`src/rtl/reg_write_port.sv`:
```
// rtl/reg_write_port.sv - register bank write-port arbiter with a queued long-latency result path
// Defining WB_FORWARD_EN adds same-cycle forwarding of the write port to two read ids.
module reg_write_port #(
  parameter int FIFO_DEPTH = 2,
  parameter int PTR_W      = 1
) (
  input  logic        clock,
  input  logic        reset_n,
  input  logic        wb_valid,
  input  logic [4:0]  wb_reg_id,
  input  logic [31:0] wb_value,
  input  logic        lu_valid,
  output logic        lu_ready,
  input  logic [4:0]  lu_reg_id,
  input  logic [31:0] lu_value,
  output logic        control_reg_write,
  output logic [4:0]  reg_write_id,
  output logic [31:0] reg_write_value,
  output logic [31:0] reg_pending
`ifdef WB_FORWARD_EN
  ,
  input  logic [4:0]  rs_id,
  input  logic [4:0]  rt_id,
  output logic        rs_fwd_hit,
  output logic        rt_fwd_hit,
  output logic [31:0] rs_fwd_value,
  output logic [31:0] rt_fwd_value
`endif
);

  localparam int               CNT_W    = PTR_W + 1;
  localparam logic [PTR_W-1:0] LAST_PTR = PTR_W'(FIFO_DEPTH - 1);
  localparam logic [CNT_W-1:0] FULL_CNT = CNT_W'(FIFO_DEPTH);

  logic [4:0]            ent_id  [FIFO_DEPTH];
  logic [31:0]           ent_val [FIFO_DEPTH];
  logic [FIFO_DEPTH-1:0] ent_vld;
  logic [PTR_W-1:0]      rd_ptr;
  logic [PTR_W-1:0]      wr_ptr;
  logic [CNT_W-1:0]      count;

  logic fifo_empty;
  logic wb_issue;
  logic head_dead;
  logic fifo_issue;
  logic pop;
  logic push;

  function automatic logic [PTR_W-1:0] next_ptr(input logic [PTR_W-1:0] p);
    return (p == LAST_PTR) ? '0 : p + 1'b1;
  endfunction

  assign fifo_empty = (count == '0);
  assign lu_ready   = (count != FULL_CNT);
  assign wb_issue   = wb_valid && (wb_reg_id != 5'd0);

  // A head already killed, or killed by this cycle's pipeline write, is retired
  // even while the pipeline owns the port, so it never blocks later entries.
  assign head_dead  = !ent_vld[rd_ptr] || (wb_issue && (ent_id[rd_ptr] == wb_reg_id));
  assign pop        = !fifo_empty && (!wb_issue || head_dead);
  assign fifo_issue = !wb_issue && !fifo_empty && ent_vld[rd_ptr];
  assign push       = lu_valid && lu_ready && (lu_reg_id != 5'd0);

  always_ff @(posedge clock or negedge reset_n) begin
    if (!reset_n) begin
      rd_ptr  <= '0;
      wr_ptr  <= '0;
      count   <= '0;
      ent_vld <= '0;
    end else begin
      for (int i = 0; i < FIFO_DEPTH; i++) begin
        if (wb_issue && (ent_id[i] == wb_reg_id)) begin
          ent_vld[i] <= 1'b0;
        end
      end
      if (pop) begin
        ent_vld[rd_ptr] <= 1'b0;
        rd_ptr          <= next_ptr(rd_ptr);
      end
      // Push lands last so a same-cycle younger lu result survives the kill.
      if (push) begin
        ent_vld[wr_ptr] <= 1'b1;
        wr_ptr          <= next_ptr(wr_ptr);
      end
      if (push && !pop) begin
        count <= count + 1'b1;
      end else if (pop && !push) begin
        count <= count - 1'b1;
      end
    end
  end

  always_ff @(posedge clock) begin
    if (push) begin
      ent_id[wr_ptr]  <= lu_reg_id;
      ent_val[wr_ptr] <= lu_value;
    end
  end

  always_ff @(posedge clock or negedge reset_n) begin
    if (!reset_n) begin
      control_reg_write <= 1'b0;
      reg_write_id      <= '0;
      reg_write_value   <= '0;
    end else begin
      control_reg_write <= wb_issue || fifo_issue;
      if (wb_issue) begin
        reg_write_id    <= wb_reg_id;
        reg_write_value <= wb_value;
      end else if (fifo_issue) begin
        reg_write_id    <= ent_id[rd_ptr];
        reg_write_value <= ent_val[rd_ptr];
      end
    end
  end

  always_comb begin
    reg_pending = '0;
    for (int i = 0; i < FIFO_DEPTH; i++) begin
      if (ent_vld[i]) begin
        reg_pending[ent_id[i]] = 1'b1;
      end
    end
    reg_pending[0] = 1'b0;
  end

`ifdef WB_FORWARD_EN
  assign rs_fwd_hit   = control_reg_write && (reg_write_id == rs_id) && (rs_id != 5'd0);
  assign rt_fwd_hit   = control_reg_write && (reg_write_id == rt_id) && (rt_id != 5'd0);
  assign rs_fwd_value = rs_fwd_hit ? reg_write_value : 32'd0;
  assign rt_fwd_value = rt_fwd_hit ? reg_write_value : 32'd0;
`endif

endmodule

```
`config.mk`:
```
export PLATFORM = sky130hd
export DESIGN_NAME = reg_write_port
export DESIGN_NICKNAME = d
export VERILOG_FILES = /design/src/rtl/reg_write_port.sv
export SDC_FILE = /design/constraint.sdc
export NUM_CORES = 1
export LEC_CHECK = 0
export ABC_AREA = 1
export CORE_MARGIN = 1.5
export CORE_UTILIZATION = 29
export CTS_CLUSTER_DIAMETER = 50
export DETAILED_ROUTE_END_ITERATION = 12
export HOLD_SLACK_MARGIN = 0.12
export MAX_ROUTING_LAYER = met4
export PLACE_DENSITY = 0.64
export SETUP_SLACK_MARGIN = 0.3
export SLEW_MARGIN = 10
export SYNTH_ARGS = -nofsm -noshare
export SYNTH_HDL_FRONTEND = slang
export SYNTH_SLANG_ARGS = --single-unit
```
`constraint.sdc`:
```
create_clock -name clock -period 6.55 [get_ports clock]
set_input_delay 0.9825 -clock clock [delete_from_list [all_inputs] [get_ports clock]]
set_output_delay 0.9825 -clock clock [all_outputs]
set_load 0.05 [all_outputs]
```
==> results of run 1 <==
==> how the worst max path moves through the flow <==
stage | slack, ns | endpoint | depth (start not counted)
after floorplan | 3.27 | ent_id[0][0] | 3
after global placement | 3.32 | ent_vld[0] | 9
after detailed placement | 3.28 | ent_vld[0] | 9
after CTS | 2.86 | reg_pending[22] | 4
after global routing | 2.69 | reg_pending[21] | 5
final | 2.88 | reg_pending[10] | 4
==> critical path, stage by stage (launching register included) <==
cell and delay [ns]:
edfxtp_1 0.46, nor3_1 0.75, nand2_1 0.11, o21ai_0 0.13, clkdlybuf4s50_1 0.84
==> metal layers <==
layer,wire length (um),part of all wire,GRT usage,vias up
met3,736,0.050,0.04144,23
met1,6337,0.43,0.1854,2078
met4,230,0.016,0.05318,0
met2,7293,0.50,0.2629,145
met5,0,0,-,-
li1,-,-,-,2028
==> where the power goes <==
| group | switching (mW) | internal (mW) | leakage, nW |
|---|---|---|---|
| clock network | 0.322 | 0.604 | 0.291 |
| logic | 1.03 | 0.497 | 1.42 |
| registers | 0.119 | 1.04 | 1.22 |
| total | 1.47 | 2.14 | 2.93 |
==> per-stage QoR <==
step | setup slack (ns) | hold slack (ns) | cell area, um2 | power, mW
2_1_floorplan | 3.270 | 0.4458 | 5540 | 2.253
3_3_place_gp | 3.322 | 0.4606 | 7143 | 2.682
3_5_place_dp | 3.284 | 0.4713 | 7143 | 2.705
4_1_cts | 2.857 | 0.4827 | 7726 | 3.645
5_1_grt | 2.688 | 0.5245 | 7729 | 3.796
6_report | 2.878 | 0.4815 | 7729 | 3.607
==> cell families after synthesis <==
group,Yosys count
adders and majority gates,1
other,1
muxes,32
buffers and inverters,50
and+or+nand+nor,200
AOI/OAI and AO/OA,76
xor gates and xnor gates,8
DFF,118
==> sequential cells by signal, summed over array words and instances, names as in the netlist <==
name / cells
control_reg_write: 1
count: 2
ent_id: 10
ent_val: 64
ent_vld: 2
rd_ptr: 1
reg_write_id: 5
reg_write_value: 32
wr_ptr: 1
==> layout by cell type, fill, tap and decap left out, types with 2 or more instances in the layout <==
master	Yosys	final
clkdlybuf4s50_1	0	146
nand2_1	145	145
edfxtp_1	74	74
dfrtp_1	44	43
o21ai_0	32	32
mux2i_1	32	32
nand3_1	24	24
inv_1	20	20
o311ai_2	20	20
clkbuf_16	0	17
nor3_1	14	14
o311ai_1	12	12
inv_2	6	6
nor2_1	8	6
o211ai_1	6	6
xor2_1	6	6
clkinv_2	0	6
buf_4	2	5
nand2_2	4	4
nand4_1	4	4
clkbuf_1	2	4
bufinv_16	0	3
a21boi_0	2	2
o21ai_2	2	2
xnor2_1	2	2
nor2_4	0	2
==> final cells by class <==
class / count / area (um2)
Sequential cell: 118 / 3324
Clock buffer: 22 / 454.2
Inverter: 27 / 103.9
Tap cell: 234 / 292.8
Clock inverter: 10 / 128.9
Fill cell: 1776 / 10980
Multi-Input combinational cell: 318 / 1926
Timing Repair Buffer: 151 / 1499
==> results.json, run 1 <==
{
  "wl_per_cell_um": 16.59,
  "whs_path_depth": 1,
  "post-route-util": 0.4132,
  "design.die.area_um2": 19940,
  "relSlewSlack": 0.3010,
  "portBuffers": 147,
  "start_util": 0.2962,
  "outcome": "completed",
  "antenna_cells": 0,
  "synth_most_common_cell": "nand2_1",
  "ff2ff_path_depth": 7,
  "area_growth_pct": 39.50,
  "worst-r2r-setup-slack_ns": 3.68,
  "critPathMaxFanout": 8,
  "cts_resized": 0,
  "timing.rr.end": "reg_write_value[23]",
  "numCtsBuffers": 17,
  "grt_max_degree": 66,
  "drcViolationCount": 0,
  "clk_latency_ns": 0.41,
  "synth-simple-area-share": 0.1488,
  "rsz0062_at_grt": "false",
  "die_w_um": 141.2,
  "synthXorXnorAreaFrac": 0.01265,
  "nets": 712,
  "dr.first_iter.drc_count": 201,
  "synthMuxAreaShare": 0.05781,
  "dp.cells": 848,
  "hp-class": "reg -> reg",
  "root_buffer": "clkbuf_16",
  "syn-num-nets": 565,
  "ys_seq_area_frac": 0.5998,
  "track_usage": 0.1579,
  "fin_crit_sh": 0.5607,
  "hold_viol": 0,
  "setup_tns_ns": 0,
  "synthAdderAreaFrac": 0.002258,
  "wirelength_um": 14600,
  "crit_arrival_ns": 2.69,
  "async_reset_ff_frac": 0.3729,
  "p_leak_nw": 2.929,
  "ios": 149,
  "critPathLaunch": "ent_id[0][0]",
  "worst_clock_skew_ns": 0.009790,
  "start_kind": "flip-flop",
  "synth-edff-count": 74,
  "vias": 4274,
  "synth_top_cell_area_share": 0.4011,
  "worstHoldEndpoint": "count[0]",
  "cts_tree": "done",
  "dr.pass1.iters": 4,
  "synth_top_family_by_area": "simple AND/OR/NAND/NOR gates",
  "p_per_area_nw_per_um2": 466.7,
  "ant_nets": 0,
  "crit_path_end_kind": "primary output",
  "cts_sinks": 118,
  "synthTopCellsByCount": "145 x nand2_1, 74 x edfxtp_1, 44 x dfrtp_1",
  "grt_antenna_before_repair": 0,
  "cts_hold_buf": 0,
  "tightest_slew_ns": 1.045,
  "synth-warning-count": 0,
  "synth_compound_area_frac": 0.1226,
  "setup_viol": 0,
  "gr-total-overflow": 0,
  "cp.required_ns": 5.57,
  "syn_avg_cell_area_um2": 11.40,
  "grt_pass1_wl_um": 23340,
  "hpwl_um": 9963,
  "period_minus_slack_ns": 3.672,
  "synthCells": 486,
  "cts_setup_buffers": 0,
  "die_y_um": 141.2,
  "hp-start": "count[0]",
  "routed_via_density": 4.857,
  "yosys_most_used_dff": "edfxtp_1",
  "synth_top_area_cell": "edfxtp_1",
  "syn-cell-area_um2": 5540,
  "gp_congestion": 0.8451,
  "cts_buffer_depth": 2,
  "fmax_mhz": 272.3,
  "ys_ff_latch": 118,
  "core_area_um2": 18710,
  "worstReg2RegStart": "rd_ptr",
  "ir_worst_vdd_uv": 277.5,
  "grt_pass1_vias": 4410,
  "synthDistinctLibCells": 30,
  "rows": 50,
  "cap_violations": 0,
  "path_clk_slew_ns": 0.06,
  "stdcell_count": 880,
  "critPathKind": "reg -> out",
  "slew_viol_final": 0,
  "h-tree-depth": 4,
  "final_layout_size_suffix_gt1_frac": 0.1084,
  "synth_area_leaders": "edfxtp_1 40%, dfrtp_1 20%, nand2_1 9.8%"
}
(Power assumes the default switching activity.)
==> run 2: changes to the inputs <==
==> constraint.sdc (replaced) <==
create_clock -name clock -period 3.5 [get_ports clock]
set_input_delay 0.525 -clock clock [delete_from_list [all_inputs] [get_ports clock]]
set_output_delay 0.525 -clock clock [all_outputs]
set_load 0.05 [all_outputs]
==> run 2 against run 1 <==
Net effect: global-route usage decreased by 0.43 points; final cell count increased by 0.45%; register-to-register slack got worse by 2.7 ns; sequential share of layout area decreased by 0.28 points; non-clock buffer count increased by 4; clock power increased by 83%; critical path type unchanged; largest cell class unchanged; highest routed layer unchanged.
==> results.json, run 2 (synthesized netlist as in run 1, its figures left out) <==
{
  "area_growth_pct": 40.42,
  "tightest_slew_ns": 0.7518,
  "start_util": 0.2962,
  "setup_tns_ns": 0,
  "ir_worst_vdd_uv": 518.1,
  "cp.required_ns": 2.97,
  "hold_slack_ns": 0.1437,
  "period_minus_slack_ns": 3.048,
  "root_buffer": "clkbuf_16",
  "timing.rr.end": "count[1]",
  "multi_input_area_um2": 1931,
  "fillCellCount": 1748,
  "hold_viol": 0,
  "wl_per_cell_um": 16.23,
  "path_clk_slew_ns": 0.05,
  "vias": 4319,
  "fin_crit_sh": 0.8708,
  "largest_registers": "ent_val x64, reg_write_value x32, ent_id x10",
  "clk_latency_ns": 0.41,
  "outcome": "completed",
  "fmax_mhz": 328.1,
  "h-tree-depth": 4,
  "slew_viol_final": 0,
  "worst_clock_skew_ns": 0.01006,
  "cts_buffer_depth": 2,
  "grt_max_degree": 45,
  "grt_pass1_vias": 4366,
  "final_common_cell": "nand2_1",
  "setup_viol": 0,
  "p_per_area_nw_per_um2": 861.8,
  "gp_congestion": 0.8849,
  "track_usage": 0.1536,
  "final_layout_size_suffix_gt1_frac": 0.1169,
  "ff2ff_path_depth": 13,
  "ios": 149,
  "core_area_um2": 18710,
  "drcViolationCount": 0,
  "routed_via_density": 4.886,
  "final_cell_mix": "145 x nand2_1, 138 x clkdlybuf4s50_1, 74 x edfxtp_1",
  "rows": 50,
  "cts_tree": "done",
  "die_w_um": 141.2,
  "critPathKind": "reg -> out",
  "ant_nets": 0,
  "cts_hold_buf": 0,
  "worst-r2r-setup-slack_ns": 0.96,
  "critPathMaxFanout": 7,
  "setup_ws_ns": 0.4522,
  "worstReg2RegStart": "rd_ptr",
  "seq_area_um2": 3324,
  "hpwl_um": 9900,
  "rsz0062_at_grt": "true",
  "placed_cell_area_um2": 7173,
  "hp-class": "in -> async",
  "cap_violations": 0,
  "nets": 716,
  "die_y_um": 141.2,
  "antenna_cells": 0,
  "relSlewSlack": 0.4988,
  "grt_pass1_wl_um": 22740,
  "start_kind": "flip-flop",
  "cts_sinks": 118,
  "portBuffers": 147,
  "grt_antenna_before_repair": 0,
  "p_leak_nw": 3.091,
  "design.die.area_um2": 19940,
  "numCtsBuffers": 17,
  "final_area_um2": 7780,
  "dr.first_iter.drc_count": 224,
  "wirelength_um": 14340,
  "crit_arrival_ns": 2.52,
  "dr.pass1.iters": 6,
  "crit_path_end_kind": "primary output",
  "gr-total-overflow": 0,
  "largest_reg_flops": 64,
  "dp_slack_ns": 0.8330,
  "regMostFlops": "ent_val"
}
==> run 2: what timing repair did <==
item,CTS,global route
endpoints found under the setup margin,0,12
buffers inserted,0,0
gates resized for setup,0,9
==> run 2: layer usage <==
metal | wire length (um) | part of all wire | global-route usage | vias to the layer above
li1 | - | - | - | 2045
met1 | 6152 | 0.43 | 0.1815 | 2069
met2 | 7115 | 0.50 | 0.2567 | 181
met3 | 823 | 0.057 | 0.03499 | 24
met4 | 252 | 0.018 | 0.05537 | 0
met5 | 0 | 0 | - | -
==> run 2: power by group <==
group | total, mW | internal [mW] | switching, mW
Sequential | 2.23 | 1.95 | 0.289
Clock | 1.69 | 1.10 | 0.588
Combinational | 2.78 | 0.943 | 1.84
==> run 2: worst max-delay path by stage <==
stage / from / to / slack [ns]
final: ent_id[0][2] / reg_pending[15] / 0.45
after detailed placement: wb_reg_id[1] / count[1] / 0.83
after floorplan: lu_valid / ent_id[0][0] / 0.68
after CTS: ent_id[0][1] / reg_pending[4] / 0.41
after global placement: wb_reg_id[1] / count[1] / 0.83
after global routing: ent_id[0][0] / reg_pending[11] / 0.29
==> run 2: metrics by stage <==
stage               total power [mW]  instances    util
floorplan                      4.216        486       -
global route                   7.064        884  0.4159
global placement               5.048        852  0.3835
CTS                            6.793        884  0.4144
detailed placement             5.081        852  0.3835
finish                         6.705        884  0.4159
==> run 2: critical path, cell delays in order (launching register included) <==
cell and delay, ns:
edfxtp_1 0.48, inv_1 0.17, nor3_1 0.42, nand2_1 0.11, o21ai_0 0.11, clkdlybuf4s50_1 0.83
==> run 2: final cells by class <==
cell class	count	area share
flip-flops and latches	118	0.4273
multi-input cells	318	0.2482
repair buffers	155	0.1991
clock buffers	23	0.06143
well taps	234	0.03763
inverters	27	0.01335
clock inverters	9	0.01303
==> run 3: changes to the inputs <==
--- a/config.mk
+++ b/config.mk
@@ -13,7 +13,7 @@
 export HOLD_SLACK_MARGIN = 0.12
 export MAX_ROUTING_LAYER = met4
 export PLACE_DENSITY = 0.64
-export SETUP_SLACK_MARGIN = 0.3
+export SETUP_SLACK_MARGIN = 0.02
 export SLEW_MARGIN = 10
 export SYNTH_ARGS = -nofsm -noshare
 export SYNTH_HDL_FRONTEND = slang
==> run 3 against run 2 <==
Net effect: sequential share of layout area increased by 0.14 points; critical path depth decreased by 1; worst setup slack got worse by 0.13 ns; core utilization decreased by 0.13 points; wire length decreased by 0.35%; flip-flop and latch count unchanged; register-to-register slack about the same; non-clock buffer count unchanged.
==> results.json, run 3 (synthesized netlist as in run 1, its figures left out) <==
{
  "dr.first_iter.drc_count": 245,
  "ff2ff_path_depth": 13,
  "cts_resized": 0,
  "ant_nets": 0,
  "regMostFlops": "ent_val",
  "largest_registers": "ent_val x64, reg_write_value x32, ent_id x10",
  "critPathTopFamily": "buffers and inverters",
  "die_y_um": 141.2,
  "grt_pass1_wl_um": 22740,
  "cts_hold_buf": 0,
  "wirelength_um": 14290,
  "cap_violations": 0,
  "antenna_cells": 0,
  "area_growth_pct": 39.97,
  "crit_path_end_kind": "primary output",
  "dr.pass1.iters": 5,
  "post-route-util": 0.4146,
  "core_area_um2": 18710,
  "crit_arrival_ns": 2.66,
  "grt_antenna_before_repair": 0,
  "die_w_um": 141.2,
  "root_buffer": "clkbuf_16",
  "slew_viol_final": 0,
  "fin_crit_sh": 0.9087,
  "cp.required_ns": 2.97,
  "hp-class": "in -> async",
  "nets": 716,
  "setup_viol": 0,
  "gr-total-overflow": 0,
  "p_int_mw": 3.987,
  "largest_reg_flops": 64,
  "gp_congestion": 0.8849,
  "p_sw_frac": 0.4051,
  "cp.depth": 4,
  "outcome": "completed",
  "final_cell_mix": "146 x clkdlybuf4s50_1, 145 x nand2_1, 74 x edfxtp_1",
  "worst_clock_skew_ns": 0.01006,
  "path_clk_slew_ns": 0.05,
  "hpwl_um": 9900,
  "clockPowerShare": 0.252,
  "start_kind": "flip-flop",
  "wl_per_cell_um": 16.17,
  "tightest_slew_ns": 0.8402,
  "final_common_cell": "clkdlybuf4s50_1",
  "design.die.area_um2": 19940,
  "p_leak_nw": 2.944,
  "critPathKind": "reg -> out",
  "relSlewSlack": 0.4356,
  "grt_pass1_vias": 4366,
  "critPathMaxFanout": 7,
  "switchingPower_mw": 2.715,
  "rows": 50,
  "fmax_mhz": 314.4,
  "routed_via_density": 4.878,
  "cts_tree": "done",
  "ios": 149,
  "cts_sinks": 118,
  "start_util": 0.2962,
  "cts_buffer_depth": 2,
  "cts_setup_buffers": 0,
  "final_layout_size_suffix_gt1_frac": 0.1154,
  "worstPathCellList": "nor3_1 > nand2_1 > o21ai_0 > clkdlybuf4s50_1",
  "drcViolationCount": 0,
  "cpMaxStageDelayCell": "clkdlybuf4s50_1",
  "numCtsBuffers": 17,
  "slowest_delay_ns": 0.85,
  "portBuffers": 147,
  "pwr-share-seq": 0.333,
  "hold_viol": 0,
  "critPathBufInv": 1,
  "combPwrFrac": 0.415,
  "vias": 4312,
  "setup_tns_ns": 0,
  "period_minus_slack_ns": 3.181,
  "track_usage": 0.1536,
  "grt_max_degree": 45,
  "ir_worst_vdd_uv": 518.2,
  "p_per_area_nw_per_um2": 864.2,
  "rsz0062_at_grt": "false",
  "clk_latency_ns": 0.41,
  "h-tree-depth": 4
}
[run 3: final cells by class]
cell class	instances	area (um2)
Fill cell	1746	10950
Clock inverter	9	101.3
Tap cell	234	292.8
Inverter	27	103.9
Sequential cell	118	3324
Timing Repair Buffer	155	1529
Multi-Input combinational cell	318	1926
Clock buffer	23	478.0
[run 3: per-layer routing]
layer,track usage,up-vias,wire length [um]
met1,0.1815,2056,6110
met3,0.03499,22,834
met4,0.05537,0,246
met2,0.2567,188,7102
met5,-,-,0
li1,-,2046,-
[run 3: metrics by stage]
step | instance area (um2) | hold WS [ns] | setup WS, ns | cells | total power [mW]
final | 7755 | 0.1441 | 0.3195 | 884 | 6.702
after global routing | 7755 | 0.1850 | 0.2080 | 884 | 7.063
after CTS | 7752 | 0.3820 | 0.4123 | 884 | 6.793
after detailed placement | 7173 | 0.4659 | 0.8330 | 852 | 5.081
after global placement | 7173 | 0.4617 | 0.8331 | 852 | 5.048
after floorplan | 5540 | 0.2294 | 0.6770 | 486 | 4.216
[run 3: power by group through the flow]
| stage | Sequential (mW) | Clock [mW] | Combinational (mW) |
|---|---|---|---|
| finish | 2.23 | 1.69 | 2.78 |
| detailed placement | 2.26 | 0 | 2.82 |
| global placement | 2.25 | 0 | 2.80 |
| floorplan | 2.83 | 0 | 1.39 |
| global route | 2.29 | 1.78 | 2.99 |
| CTS | 2.24 | 1.72 | 2.83 |
[run 3: worst reg2reg max path, stage by stage, from the launching register on]
cell and delay (ns):
dfrtp_2 0.85, inv_2 0.18, nand2_1 0.14, nand2_1 0.09, nand2_1 0.07, nand2_1 0.05, nor2_1 0.09, nand3_1 0.08
nand2_1 0.10, nand2_1 0.08, ha_1 0.32, a21oi_1 0.11, o21ai_0 0.11, xor2_1 0.16
[run 3: path summary, 6_finish.rpt]
kind | startpoint | endpoint | slack [ns]
min | reset_n | reg_write_id[2] | 0.14
min in group clock | count[0] | count[0] | 0.47
max reg2reg | rd_ptr | count[1] | 0.96
max in group asynchronous | reset_n | rd_ptr | 2.89
min reg2reg | count[0] | count[0] | 0.47
max | ent_id[0][1] | reg_pending[8] | 0.32
